<file path="src/rtl/pc_seq_pkg.sv">
// Shared definitions for the PC sequencer: FSM state encoding, PC word width
// and the default reset address.
package pc_seq_pkg;

    localparam int PC_WORD_W = 30;
    localparam logic [31:0] DEFAULT_RESET_PC = 32'h0040_0000;

    typedef enum logic [1:0] {
        IDLE  = 2'd0,
        INCR  = 2'd1,
        BRADD = 2'd2
    } state_t;

    // Branch offsets are signed word counts, widened to the PC word width.
    function automatic logic [PC_WORD_W-1:0] sext_imm16(input logic [15:0] imm);
        return {{(PC_WORD_W - 16){imm[15]}}, imm};
    endfunction

endpackage

</file>
<file path="src/rtl/pc_seq_if.sv">
// Step request / PC result bundle between an instruction-fetch requester
// (master) and the PC sequencer (slave).
interface pc_seq_if;

    logic        step_valid;
    logic        step_ready;
    logic        branch;
    logic [15:0] imm16;
    logic        jump;
    logic [25:0] jtarget;
    logic [31:0] pc;
    logic        pc_valid;

    modport master (
        output step_valid, branch, imm16, jump, jtarget,
        input  step_ready, pc, pc_valid
    );

    modport slave (
        input  step_valid, branch, imm16, jump, jtarget,
        output step_ready, pc, pc_valid
    );

endinterface

</file>
<file path="src/rtl/pc_adder30.sv">
// The single word-address adder of the PC sequencer; any carry out of bit 29
// is dropped, so PC arithmetic wraps modulo 2^30 words.
module pc_adder30
    import pc_seq_pkg::*;
(
    input  logic [PC_WORD_W-1:0] a,
    input  logic [PC_WORD_W-1:0] b,
    output logic [PC_WORD_W-1:0] sum
);

    assign sum = a + b;

endmodule

</file>
<file path="src/rtl/pc_seq_ctrl.sv">
// PC sequencer: accepts one step at a time and time-shares one 30-bit adder
// between the increment and the branch-target add. Define PC_SEQ_JUMP_EN to
// honour the absolute-jump inputs; otherwise they are ignored.
module pc_seq_ctrl
    import pc_seq_pkg::*;
#(
    parameter logic [31:0] RESET_PC = DEFAULT_RESET_PC
) (
    input  logic       clk,
    input  logic       rst,
    pc_seq_if.slave    bus
);

    state_t                 state;
    state_t                 state_nxt;
    logic [PC_WORD_W-1:0]   pc_w;
    logic [PC_WORD_W-1:0]   npc;
    logic [PC_WORD_W-1:0]   add_a;
    logic [PC_WORD_W-1:0]   add_b;
    logic [PC_WORD_W-1:0]   add_sum;
    logic                   br_q;
    logic                   jmp_q;
    logic [15:0]            imm_q;
    logic [25:0]            jt_q;
    logic                   pc_valid_q;
    logic                   accept;
    logic                   take_jump;

    assign accept = (state == IDLE) && bus.step_valid;

`ifdef PC_SEQ_JUMP_EN
    assign take_jump = jmp_q;
`else
    logic unused_jump;
    assign unused_jump = jmp_q ^ (^jt_q);
    assign take_jump   = 1'b0;
`endif

    // BRADD reuses the adder on the incremented PC; every other state increments.
    always_comb begin
        add_a = pc_w;
        add_b = {{(PC_WORD_W - 1){1'b0}}, 1'b1};
        if (state == BRADD) begin
            add_a = npc;
            add_b = sext_imm16(imm_q);
        end
    end

    pc_adder30 u_adder (
        .a   (add_a),
        .b   (add_b),
        .sum (add_sum)
    );

    always_comb begin
        state_nxt = state;
        case (state)
            IDLE:    if (accept) state_nxt = INCR;
            INCR:    state_nxt = (!take_jump && br_q) ? BRADD : IDLE;
            BRADD:   state_nxt = IDLE;
            default: state_nxt = IDLE;
        endcase
    end

    always_ff @(posedge clk) begin
        if (rst) state <= IDLE;
        else     state <= state_nxt;
    end

    // Controls are captured only at acceptance; the PC moves only on commit.
    always_ff @(posedge clk) begin
        if (rst) begin
            pc_w       <= RESET_PC[31:2];
            npc        <= '0;
            br_q       <= 1'b0;
            jmp_q      <= 1'b0;
            imm_q      <= '0;
            jt_q       <= '0;
            pc_valid_q <= 1'b0;
        end else begin
            pc_valid_q <= 1'b0;
            if (accept) begin
                br_q  <= bus.branch;
                jmp_q <= bus.jump;
                imm_q <= bus.imm16;
                jt_q  <= bus.jtarget;
            end
            case (state)
                INCR: begin
                    npc <= add_sum;
                    if (take_jump) begin
                        pc_w       <= {add_sum[29:26], jt_q};
                        pc_valid_q <= 1'b1;
                    end else if (!br_q) begin
                        pc_w       <= add_sum;
                        pc_valid_q <= 1'b1;
                    end
                end
                BRADD: begin
                    pc_w       <= add_sum;
                    pc_valid_q <= 1'b1;
                end
                default: ;
            endcase
        end
    end

    assign bus.step_ready = (state == IDLE);
    assign bus.pc         = {pc_w, 2'b00};
    assign bus.pc_valid   = pc_valid_q;

endmodule

</file>
<file path="src/flat_wrapper.sv">
// flat-port wrapper written by rule: the top's interface ports become plain ports
module pc_seq_ctrl_flat import pc_seq_pkg::*;
#(
    parameter logic [31:0] RESET_PC = DEFAULT_RESET_PC
)
  (clk, rst, bus_step_valid, bus_branch, bus_imm16, bus_jump, bus_jtarget, bus_step_ready, bus_pc, bus_pc_valid);
  pc_seq_if bus_i ();
  input  logic clk;
  input  logic rst;
  input wire logic [$bits(bus_i.step_valid)-1:0] bus_step_valid;
  input wire logic [$bits(bus_i.branch)-1:0] bus_branch;
  input wire logic [$bits(bus_i.imm16)-1:0] bus_imm16;
  input wire logic [$bits(bus_i.jump)-1:0] bus_jump;
  input wire logic [$bits(bus_i.jtarget)-1:0] bus_jtarget;
  output wire logic [$bits(bus_i.step_ready)-1:0] bus_step_ready;
  output wire logic [$bits(bus_i.pc)-1:0] bus_pc;
  output wire logic [$bits(bus_i.pc_valid)-1:0] bus_pc_valid;
  assign bus_i.step_valid = bus_step_valid;
  assign bus_i.branch = bus_branch;
  assign bus_i.imm16 = bus_imm16;
  assign bus_i.jump = bus_jump;
  assign bus_i.jtarget = bus_jtarget;
  assign bus_step_ready = bus_i.step_ready;
  assign bus_pc = bus_i.pc;
  assign bus_pc_valid = bus_i.pc_valid;
  pc_seq_ctrl #(.RESET_PC(RESET_PC)) u_core (.clk(clk), .rst(rst), .bus(bus_i));
endmodule
</file>
<file path="config.mk">
export PLATFORM = sky130hd
export DESIGN_NAME = pc_seq_ctrl_flat
export DESIGN_NICKNAME = d
export VERILOG_FILES = /design/src/rtl/pc_seq_pkg.sv /design/src/rtl/pc_seq_if.sv /design/src/rtl/pc_adder30.sv /design/src/rtl/pc_seq_ctrl.sv /design/src/flat_wrapper.sv
export SDC_FILE = /design/constraint.sdc
export NUM_CORES = 1
export LEC_CHECK = 0
export BUFFER_PORTS_ARGS = -buffer_cell sky130_fd_sc_hd__buf_2
export CORE_ASPECT_RATIO = 1.25
export CORE_UTILIZATION = 60
export DETAILED_ROUTE_END_ITERATION = 6
export PLACE_DENSITY = 0.89
export SYNTH_ARGS = -nofsm -noshare
export SYNTH_HDL_FRONTEND = slang
export SYNTH_SLANG_ARGS = --single-unit
export TNS_END_PERCENT = 1
</file>
<file path="constraint.sdc">
create_clock -name clk -period 6.9 [get_ports clk]
set_clock_uncertainty 0.15 [all_clocks]
set_input_delay 1.38 -clock clk [delete_from_list [all_inputs] [get_ports clk]]
set_output_delay 1.38 -clock clk [all_outputs]
set_load 0.005 [all_outputs]
</file>
=== After elaboration in Yosys (flattened, before gate mapping) ===
Index checks and enable logic that the tools add are counted.

* Muxes and demuxes: 9
* Add/sub/neg operators: 1
* Equality and inequality tests: 4
* Reduce and logical (&&, ||, !) cells: 4

{| class="wikitable"
|+ Operators with widths
! kind !! number
|-
| $mux W30 || 3
|-
| $pmux W30 S2 || 1
|-
| $add A30 B30 Y30 || 1
|-
| $mux W2 || 2
|-
| $pmux W2 S2 || 1
|-
| $eq A2 B1 Y1 const B || 1
|-
| $eq A2 B2 Y1 const B || 1
|-
| $logic_not A2 Y1 || 1
|-
| $ne A2 B1 Y1 const B || 1
|-
| $ne A2 B2 Y1 const B || 1
|-
| $pmux W1 S2 || 1
|-
| $reduce_and A2 Y1 || 1
|-
| $reduce_bool A2 Y1 || 1
|-
| $logic_and A1 B1 Y1 || 1
|-
| $mux W1 || 1
|}

* Word-level logic and storage cells: 24
* Output and inout bits: 34
* Flip-flop bits (word level): 80
* Bits of input ports: 47

=== Depth between registers and ports, before layout ===
* Word-level depth: 5
* Gate-level depth with buffers: 18
* Depth with buffers taken out: 14

=== Cells and area by module ===
A second synthesis with hierarchy kept.

* Cells, all modules: 610
* Area total of the unflattened synthesis: 5424.0 µm²

{| class="wikitable"
|+ By module, submodules not included
! module !! cells an instance !! area each (µm²) !! seq. area each (µm²) !! times used
|-
| pc_seq_ctrl || 375 || 3674.8 || 1601.5 || 1
|-
| pc_adder30 || 235 || 1749.2 || 0.0 || 1
|}

=== Worst setup path after synthesis ===
Ideal clock, no wire load.

* Path kind: flip-flop to flip-flop
* From: register u_core.state[0]
* To: register u_core.npc[25]
* Cell stages (with the launch flop): 17
* Setup slack: 2.607 ns
* Buffers on the path: 4
* Setup time: 0.086 ns
* Required time: 6.664 ns
* Period minus slack after synthesis: 4.293 ns
* Arrival: 4.058 ns
* Cells stage by stage: dfxtp_1 -> inv_1 -> ha_1 -> buf_2 -> buf_1 -> clkbuf_1 -> clkbuf_1 -> mux2_2 -> ha_1 -> nand2_1 -> and2b_2 -> and4_4 -> a211oi_4 -> or4_4 -> a31o_2 -> xnor2_1 -> a211oi_1

* Word-level cells in the longest chain between the ends: 3
* Elaborated cells between the ends (all ways): 5
* Classes of those cells: add/sub: 1; eq/ne: 2; mux: 2

{| class="wikitable"
|+ Ends and longest elaborated chain
! item !! RTL line !! text
|-
| start: declaration || pc_seq_ctrl.sv:14 || <nowiki>state_t state;</nowiki>
|-
| start signal: assignment || pc_seq_ctrl.sv:67 || <nowiki>else state <= state_nxt;</nowiki>
|-
| $eq A2 B2 Y1 || pc_seq_ctrl.sv:43 || <nowiki>if (state == BRADD) begin</nowiki>
|-
| $mux W30 || pc_seq_ctrl.sv:43 ||
|-
| $add A30 B30 Y30 || pc_adder30.sv:11 || <nowiki>assign sum = a + b;</nowiki>
|-
| end signal: assignment || pc_seq_ctrl.sv:90 || <nowiki>npc <= add_sum;</nowiki>
|-
| end: declaration || pc_seq_ctrl.sv:17 || <nowiki>logic [PC_WORD_W-1:0] npc;</nowiki>
|}

Parallel ways exist; a longest one is shown, timed or not.
A chain may end at the register's enable or synchronous reset.

=== Worst setup path in the final report ===
* From: register u_core.state[0]
* To: register u_core.npc[18]

Same word-level chain as after synthesis.

==> flow_summary.json <==
{
  "clk_path_buf_depth": 2,
  "cts_tree": "done",
  "regToRegSetupSlack_ns": 2.55,
  "syn_area_per_cell_um2": 8.02,
  "critical_path_arrival_ns": 4.47,
  "timing.rr.end": "u_core.npc[18]$_SDFFE_PP0P_",
  "max_freq_mhz": 230,
  "crit_required_ns": 7.02,
  "wl_mm": 12.4,
  "finalCriticalPeriod_ns": 4.35,
  "die_height_um": 105,
  "vias": 4813,
  "cts.root.buffer_cell": "clkbuf_8",
  "max-slew-margin-rel": 0.447,
  "wl_per_cell_um": 16.0,
  "cp_top_family": "compound AO/OA/AOI/OAI gates",
  "cts_setup_buffers": 0,
  "startpoint_type": "flip-flop",
  "ys_async_sr_fraction": 0,
  "status": "finished with violations",
  "dieArea_um2": 8900,
  "finalWeightedCongestion": 0.944,
  "r2r_cells": 14,
  "yosys_warnings": 0,
  "place_inst": 759,
  "grt_antenna_before_repair": 0,
  "setup_tns_ns": 0,
  "critPathMaxFanout": 40,
  "p_leak_uw": 0.00253,
  "syn_area_um2": 5110,
  "ant_nets": 0,
  "cp.buffers_inverters": 2,
  "num_antenna_cells": 0,
  "grt_pass1_vias": 4860,
  "synthTopCellsByArea": "dfxtp_1 (31%), nand2_1 (7.6%), ha_1 (6.9%)",
  "whs_path_depth": 2,
  "drv_slew": 0,
  "ir_drop_v": 0.000166,
  "setup_viol": 0,
  "holdBufCountCts": 0,
  "min_to": "u_core.imm_q[7]$_SDFFE_PP0P_",
  "power_density_nw_per_um2": 174,
  "synth.most_common_cell": "nand2_1",
  "drv_cap": 0,
  "cpPeakStageDelay_ns": 0.74,
  "drive_gt1_frac": 0.158,
  "finalNonFillerCells": 775,
  "syn2layout_area_growth_pct": 9.93,
  "path_class": "reg -> reg",
  "ys.flop_type": "dfxtp_1",
  "cpMaxStageDelayCell": "ha_2",
  "ys_ff_latch": 80,
  "yosys.area.top_type": "dfxtp_1",
  "tightest_slew_ns": 0.829,
  "portBuffers": 51,
  "fin_crit_sh": 0.631,
  "rr_startpoint": "u_core.state[0]$_SDFFE_PP0P_",
  "drc_errors": 6,
  "endpoint_kind": "flip-flop",
  "yosys.cell_types.count": 66,
  "grt_pass1_wl_mm": 21.2,
  "drt_iter0_drc": 292,
  "yosysSeqAreaShare": 0.313,
  "final_area_um2": 5620,
  "h-tree-depth": 3,
  "cts_made_buffers": 9,
  "whs_ns": 0.301,
  "num_io_pins": 81,
  "violations": "design-rule violations",
  "hold_path.class": "reg -> reg",
  "hold_viol": 0,
  "path_depth": 14,
  "dpl_cell_area_um2": 5400,
  "cp_cell_sequence": "inv_1 > ha_2 > mux2_2 > ha_1 > inv_1 > fa_1 > nor2b_1 > o31ai_1 > a211oi_1 > o31a_1 > o21a_1 > nor2_1 > mux2_1 > a31o_1",
  "synth_edf_count": 0,
  "clkTransAtPathRegs_ns": 0.08,
  "overflow": 0,
  "fin_nets": 749,
  "grt_max_degree": 79,
  "start_util": 0.621,
  "synth_cells": 638,
  "fp.dieW_um": 84.6,
  "insertion_delay_ns": 0.38,
  "synthTopCellsByCount": "nand2_1 (104), dfxtp_1 (80), a21oi_1 (56)",
  "rows": 37,
  "cp_common_cell": "inv_1",
  "grt_usage": 0.292,
  "ctsResizeCount": 0,
  "total_power_uw": 977,
  "min-delay-start": "u_core.imm_q[7]$_SDFFE_PP0P_",
  "core_area_um2": 8240,
  "viasPerCell": 6.21,
  "hpwl_mm": 8.62,
  "cts.sinks": 80,
  "rsz0062_at_grt": "no",
  "synth_top_area_share": 0.313,
  "drtPass1Iterations": 7
}
-- worst max-delay path by stage --
| stage | startpoint | to |
|---|---|---|
| 3_3_place_gp | u_core.state[0]$_SDFFE_PP0P_ | u_core.npc[18]$_SDFFE_PP0P_ |
| 6_report | u_core.state[0]$_SDFFE_PP0P_ | u_core.npc[18]$_SDFFE_PP0P_ |
| 2_1_floorplan | u_core.state[0]$_SDFFE_PP0P_ | u_core.npc[25]$_SDFFE_PP0P_ |
| 4_1_cts | u_core.state[0]$_SDFFE_PP0P_ | u_core.npc[26]$_SDFFE_PP0P_ |
| 3_5_place_dp | u_core.state[0]$_SDFFE_PP0P_ | u_core.npc[26]$_SDFFE_PP0P_ |
| 5_1_grt | u_core.state[0]$_SDFFE_PP0P_ | u_core.npc[18]$_SDFFE_PP0P_ |
-- flip-flops by register name, summed over array words and instances (netlist names) --
| name | count |
|---|---|
| u_core.bus.pc_valid | 1 |
| u_core.npc | 30 |
| u_core.br_q | 1 |
| u_core.imm_q | 16 |
| u_core.pc_w | 30 |
| u_core.state | 2 |
-- cell usage in the layout, fill, tap and decap left out, drive strengths merged, types with 3 or more instances in the layout --
master,instances
o21ai,20
a21o,18
nor2b,4
a211oi,11
a211o,4
buf,56
dfxtp,80
a21oi,57
mux2,26
a32oi,4
nor3b,3
o21bai,4
xor2,11
mux2i,25
ha,28
inv,15
nand2b,4
nor3,14
o211ai,3
and3,8
nand3,17
xnor2,13
nand4,6
or4,4
nor2,49
o31ai,3
nand2,104
or3,3
a31oi,7
clkbuf,11
and2,21
o311ai,6
o21a,8
-- kinds of logic (layout without fill, tap and decap cells) --
family | Yosys count | after routing | share of synthesized area
DFF | 80 | 80 | 0.313
AOI/OAI and AO/OA | 158 | 158 | 0.203
muxes | 51 | 51 | 0.106
adders and majority gates | 29 | 29 | 0.0724
xor gates and xnor gates | 24 | 24 | 0.0411
and+or+nand+nor | 247 | 247 | 0.226
buffers and inverters | 48 | 87 | 0.0372
other | 1 | 2 | 0.000733
-- layer usage --
metal	global-route usage	up-vias	wire length [um]
met4	0.151	0	360
met5	0	-	0
met1	0.321	2280	5100
li1	-	2330	-
met3	0.0572	38	593
met2	0.529	165	6340
-- where the power goes --
part	total (uW)	switching [uW]	internal (uW)
Combinational	97.6	64.2	33.4
Clock	395	182	213
Sequential	485	10.1	474
Total	977	256	721
-- final cells by class --
class                      count  area (um^2)
multi-input combinational    511         3330
clock inverter                 5         80.1
fill                         703         2620
timing repair buffer          56          293
clock buffer                  11          141
tap                           97          121
inverter                      15         56.3
sequential                    80         1600
-- worst reg2reg max path, stage by stage (launching register included) --
cell	delay [ns]
dfxtp_1	0.34
inv_1	0.12
ha_2	0.74
mux2_2	0.43
ha_1	0.21
inv_1	0.08
fa_1	0.21
nor2b_1	0.07
o31ai_1	0.41
a211oi_1	0.25
o31a_1	0.36
o21a_1	0.18
nor2_1	0.19
mux2_1	0.34
a31o_1	0.18
-- through the flow --
| stage | worst slack (ns) | utilization |
|---|---|---|
| floorplan | 2.61 | - |
| global placement | 2.69 | 0.655 |
| detailed placement | 2.62 | 0.655 |
| CTS | 2.59 | 0.682 |
| global route | 2.29 | 0.682 |
| finish | 2.55 | 0.682 |
Note: power is estimated with default switching activity, not from simulation.
